<file path="src/rtl/risc_fetch_pkg.sv">
// Shared types and constants for the fetch-stage controller.
package risc_fetch_pkg;

  typedef enum logic [1:0] {
    StIdle    = 2'd0,
    StReq     = 2'd1,
    StHold    = 2'd2,
    StDiscard = 2'd3
  } fetch_state_t;

  localparam logic [31:0] NOP_INSTR = 32'h0000_0013;

  // Wide enough to hold the timeout value itself, since the counter saturates there.
  function automatic int unsigned cnt_width(input int unsigned timeout);
    return (timeout < 1) ? 1 : $clog2(timeout + 1);
  endfunction

endpackage

</file>
<file path="src/rtl/risc_fetch_ctrl.sv">
// Fetch-stage controller: PC sequencing, instruction-memory handshake,
// stall holding and redirect squashing for the 5-stage pipeline.
module risc_fetch_ctrl
  import risc_fetch_pkg::*;
#(
  parameter int unsigned MEM_TIMEOUT = 255
) (
  input  logic        clk,
  input  logic        rst,
  input  logic [31:0] PCF,
  input  logic [31:0] PCPlus4F,
  input  logic [31:0] PCTargetE,
  input  logic        PCSrcE,
  input  logic        StallF,
  output logic        imem_req,
  output logic [31:0] imem_addr,
  input  logic        imem_ack,
  input  logic [31:0] imem_rdata,
  output logic [31:0] PCFp,
  output logic        pc_dis,
  output logic [31:0] InstrF,
  output logic        InstrValidF,
  output logic        FlushD,
  output logic        fetch_err
);

  localparam int unsigned   CntW   = cnt_width(MEM_TIMEOUT);
  localparam logic [CntW-1:0] CntMax = CntW'(MEM_TIMEOUT);

  fetch_state_t    r_state, w_state_nxt;
  logic [31:0]     r_hold, r_redirect;
  logic [CntW-1:0] r_cnt, w_cnt_nxt;
  logic            r_err;
  logic            w_hold_ld, w_redir_ld, w_err_set;

  assign imem_addr = PCF;
  assign FlushD    = PCSrcE;
  assign fetch_err = r_err;

  always_comb begin
    w_state_nxt = r_state;
    imem_req    = 1'b0;
    pc_dis      = 1'b1;
    PCFp        = PCPlus4F;
    InstrF      = NOP_INSTR;
    InstrValidF = 1'b0;
    w_hold_ld   = 1'b0;
    w_redir_ld  = 1'b0;
    case (r_state)
      StIdle: begin
        w_state_nxt = StReq;
        if (PCSrcE) begin
          PCFp   = PCTargetE;
          pc_dis = 1'b0;
        end
      end
      StReq: begin
        imem_req = 1'b1;
        if (imem_ack) begin
          if (PCSrcE) begin
            PCFp   = PCTargetE;
            pc_dis = 1'b0;
          end else begin
            InstrF      = imem_rdata;
            InstrValidF = 1'b1;
            if (StallF) begin
              w_hold_ld   = 1'b1;
              w_state_nxt = StHold;
            end else begin
              pc_dis = 1'b0;
            end
          end
        end else if (PCSrcE) begin
          // PC must stay on the outstanding address until the memory acks.
          w_redir_ld  = 1'b1;
          w_state_nxt = StDiscard;
        end
      end
      StHold: begin
        if (PCSrcE) begin
          PCFp        = PCTargetE;
          pc_dis      = 1'b0;
          w_state_nxt = StReq;
        end else begin
          InstrF      = r_hold;
          InstrValidF = 1'b1;
          if (!StallF) begin
            pc_dis      = 1'b0;
            w_state_nxt = StReq;
          end
        end
      end
      StDiscard: begin
        imem_req   = 1'b1;
        w_redir_ld = PCSrcE;
        if (imem_ack) begin
          PCFp        = PCSrcE ? PCTargetE : r_redirect;
          pc_dis      = 1'b0;
          w_state_nxt = StReq;
        end
      end
      default: w_state_nxt = StIdle;
    endcase
  end

  always_comb begin
    w_cnt_nxt = r_cnt;
    if (imem_ack) begin
      w_cnt_nxt = '0;
    end else if (imem_req && (r_cnt != CntMax)) begin
      w_cnt_nxt = r_cnt + CntW'(1);
    end
  end

  assign w_err_set = imem_req && !imem_ack && (w_cnt_nxt == CntMax);

  always_ff @(posedge clk or posedge rst) begin
    if (rst) begin
      r_state    <= StIdle;
      r_hold     <= '0;
      r_redirect <= '0;
      r_cnt      <= '0;
      r_err      <= 1'b0;
    end else begin
      r_state <= w_state_nxt;
      if (w_hold_ld) begin
        r_hold <= imem_rdata;
      end
      if (w_redir_ld) begin
        r_redirect <= PCTargetE;
      end
      r_cnt <= w_cnt_nxt;
      r_err <= r_err | w_err_set;
    end
  end

endmodule

</file>
<file path="config.mk">
export PLATFORM = sky130hd
export DESIGN_NAME = risc_fetch_ctrl
export DESIGN_NICKNAME = d
export VERILOG_FILES = /design/src/rtl/risc_fetch_pkg.sv /design/src/rtl/risc_fetch_ctrl.sv
export SDC_FILE = /design/constraint.sdc
export NUM_CORES = 1
export LEC_CHECK = 0
export ABC_CLOCK_PERIOD_IN_PS = 3150
export CAP_MARGIN = 20
export CORE_MARGIN = 4
export CORE_UTILIZATION = 45
export DETAILED_ROUTE_END_ITERATION = 10
export HOLD_SLACK_MARGIN = 0.05
export MAX_ROUTING_LAYER = met4
export PLACE_DENSITY = 0.83
export SLEW_MARGIN = 0
export SYNTH_ARGS = -nofsm -noshare
export SYNTH_HDL_FRONTEND = slang
export SYNTH_SLANG_ARGS = --single-unit
</file>
<file path="constraint.sdc">
create_clock -name clk -period 3.15 [get_ports clk]
set_input_delay 0.63 -clock clk [delete_from_list [all_inputs] [get_ports clk]]
set_output_delay 0.63 -clock clk [all_outputs]
set_load 0.05 [all_outputs]
</file>
==> results.md, run 1 <==
- Status: complete, no violations
- Initial antenna violation count: 0
- Largest net degree at the start of global routing: 52
- Worst setup EP type: output port
- N_diodes: 0
- GR peak layer: met2
- Signal arrival time at the worst endpoint: 2.22 ns
- Met3 usage: 0.0687
- Post-CTS setup buffer count: 0
- Fin crit share: 0.904
- Met1 GRT Util: 0.283
- Post-synth EDFFs: 0
- Leak: 3.63 nW
- Post-CTS Hold Buffers: 0
- Mean Syn Cell Area: 8.97 um2
- Nets: 904
- DR vias/cell: 5.78
- CTS tree: yes
- Final Setup Violations: 0
- Final setup TNS: 0 ns
- Die Ht: 122 um
- Final-report hold violation count: 0
- Syn nets: 792
- Final wirelength: 16.9 mm
- Sink Count: 75
- Slew headroom: 0.392
- Via count: 5444
- GR Layer Usage met2: 0.381
- Row count: 41
- RSZ-0062 raised after global routing: no
- Layout area overhead: 42.6%
- P per Cell Area: 1060 nW/um2
- Vias in the first global route: 5533
- TritonRoute pass-1 iters: 5
- Clk_lat worst skew: 0.33 ns
- IO buf count: 169
- CP required: 2.52 ns
- # DRC: 0
- Routability congestion estimate: 0.831
- Warnings, synthesis: 0
- Ys async rst share: 1.00
- Initial DRC count: 558
- Gr ovfl total: 0
- Final Max Slew Viols: 0
- Post-synthesis register bit count: 75
- Worst Skew: 0.00364 ns
- Synth unique cells: 41
- Total core area: 12700 um2
- Die Wd: 122 um
- First-pass GRT wire length: 27.6 mm
- H-tree Lvls: 3
- Final Critical Period: 2.85 ns
- Worst Max-Slew Pin Slew: 0.912 ns
- Design area: 8370 um2
- Max Clock Freq: 351 MHz
- Clock-pin slew on the worst setup and hold paths: 0.06 ns
- Worst hold path type: flop to flop
- Post-CTS sizing: 0
- Io pins: 234
- Max FO, Critical Path: 30
- DP Area: 8050 um2
- Most frequent cells in the layout: clkdlybuf4s50_1 (100), dfrtp_1 (75), nand2_1 (72)
- Clk buf depth: 2
- Commonest register cell after synthesis: dfrtp_1
- Tot Pwr: 0.00883 W
- Clock Root Buffer: clkbuf_16
- GR Util All Layers: 0.234
- Post-route insts no fill: 942
- Startpoint class of the critical path: flop
- DP Worst Slack: 0.360 ns
- Initial Utilization: 0.463
- Final setup margin: 0.303 ns
- Critical setup path kind: flop to output port
- Cells after synthesis: 654
- DRT antenna net count: 0
- Commonest non-fill, non-tap cell in the layout: clkdlybuf4s50_1
- Post-Syn Area: 5870 um2
- Die area: 14900 um2
- CTS Buf Count: 9
- VDD IR-drop max: 0.000560 V
- Placed cells: 927
- DR WL/cell: 17.9 um
- Sequential area share after synthesis: 0.320
- Hpwl dp: 12.2 mm
- Max-cap check violation count: 0
- Share of cells above drive strength 1: 0.230
==> through the flow <==
step	hold slack, ns	utilization
2_1_floorplan	0.464	-
3_3_place_gp	0.466	0.635
3_5_place_dp	0.487	0.635
4_1_cts	0.504	0.660
5_1_grt	0.517	0.660
6_report	0.487	0.660
==> where the power goes <==
group / switching (W) / internal (W) / leakage (nW)
combinational: 0.00324 / 0.00280 / 2.56
sequential: 0.000273 / 0.00141 / 0.907
clock: 0.000394 / 0.000713 / 0.156
==> routing by layer <==
| layer | routed length (um) | share of wire |
|---|---|---|
| met1 | 6810 | 0.40 |
| met2 | 8210 | 0.49 |
| met3 | 1590 | 0.094 |
| met4 | 290 | 0.017 |
| met5 | 0 | 0 |
==> state kept, by name, summed over array words and instances, names as in the netlist <==
name / cells
r_state: 2
r_cnt: 8
fetch_err: 1
r_hold: 32
r_redirect: 32
==> cell usage after synthesis, types with 2 or more instances <==
library cell,number,area share
dfrtp_1,75,0.32
nand2_1,72,0.046
mux2i_1,67,0.11
buf_4,43,0.055
o21ai_0,42,0.036
nor2_1,39,0.025
mux2_2,36,0.069
a21oi_1,34,0.029
a31oi_1,34,0.036
nor3_1,33,0.028
nor2b_1,31,0.033
mux2_4,30,0.077
a22oi_1,29,0.037
clkbuf_1,21,0.013
buf_2,14,0.012
inv_1,6,0.0038
buf_1,5,0.0032
ha_1,5,0.011
nand3_1,5,0.0043
buf_6,4,0.0077
xor2_1,4,0.0060
and3_1,3,0.0032
a41o_1,2,0.0034
nand4_1,2,0.0021
o21a_1,2,0.0026
==> final cells by class <==
type	count	area (um2)
Timing Repair Buffer	188	2480
Inverter	7	30.0
Sequential cell	75	1880
Fill cell	958	4310
Tap cell	172	215
Clock buffer	11	243
Multi-Input combinational cell	485	3440
Clock inverter	4	73.8
==> kinds of logic (layout without fill, tap and decap cells) <==
group	after synthesis	count (layout)	share of synthesized area
DFF	75	75	0.320
buffers and inverters	94	210	0.0962
adders and majority gates	5	5	0.0107
AOI/OAI and AO/OA	152	152	0.157
xor gates and xnor gates	4	4	0.00597
muxes	134	134	0.262
and+or+nand+nor	190	190	0.148
==> path summary, 6_finish.rpt <==
path / startpoint / end / slack (ns) / depth (start not counted)
hold reg to reg: fetch_err / fetch_err / 0.49 / 1
hold / removal: fetch_err / fetch_err / 0.49 / 1
setup / recovery: r_state[0] / InstrF[17] / 0.30 / 7
min in group asynchronous: rst / r_hold[16] / 0.80 / 2
max in group asynchronous: rst / r_redirect[18] / 1.64 / 3
setup reg to reg: r_state[1] / r_redirect[1] / 0.81 / 7
==> worst max-delay path: stages, from the launching register on <==
cell	delay (ns)
dfrtp_1	0.42
inv_1	0.10
ha_1	0.30
nor2b_2	0.18
buf_4	0.32
a22oi_1	0.14
nor2b_1	0.24
buf_12	0.17
Note: power is estimated with default switching activity, not from simulation.
==> run 2: changes to the inputs <==
--- a/config.mk
+++ b/config.mk
@@ -9,6 +9,7 @@
 export CAP_MARGIN = 20
 export CORE_MARGIN = 4
 export CORE_UTILIZATION = 45
+export CTS_CLUSTER_SIZE = 16
 export DETAILED_ROUTE_END_ITERATION = 10
 export HOLD_SLACK_MARGIN = 0.05
 export MAX_ROUTING_LAYER = met4
==> results of run 2 <==
The final DEF is identical to that of run 1; final timing and power are the same.
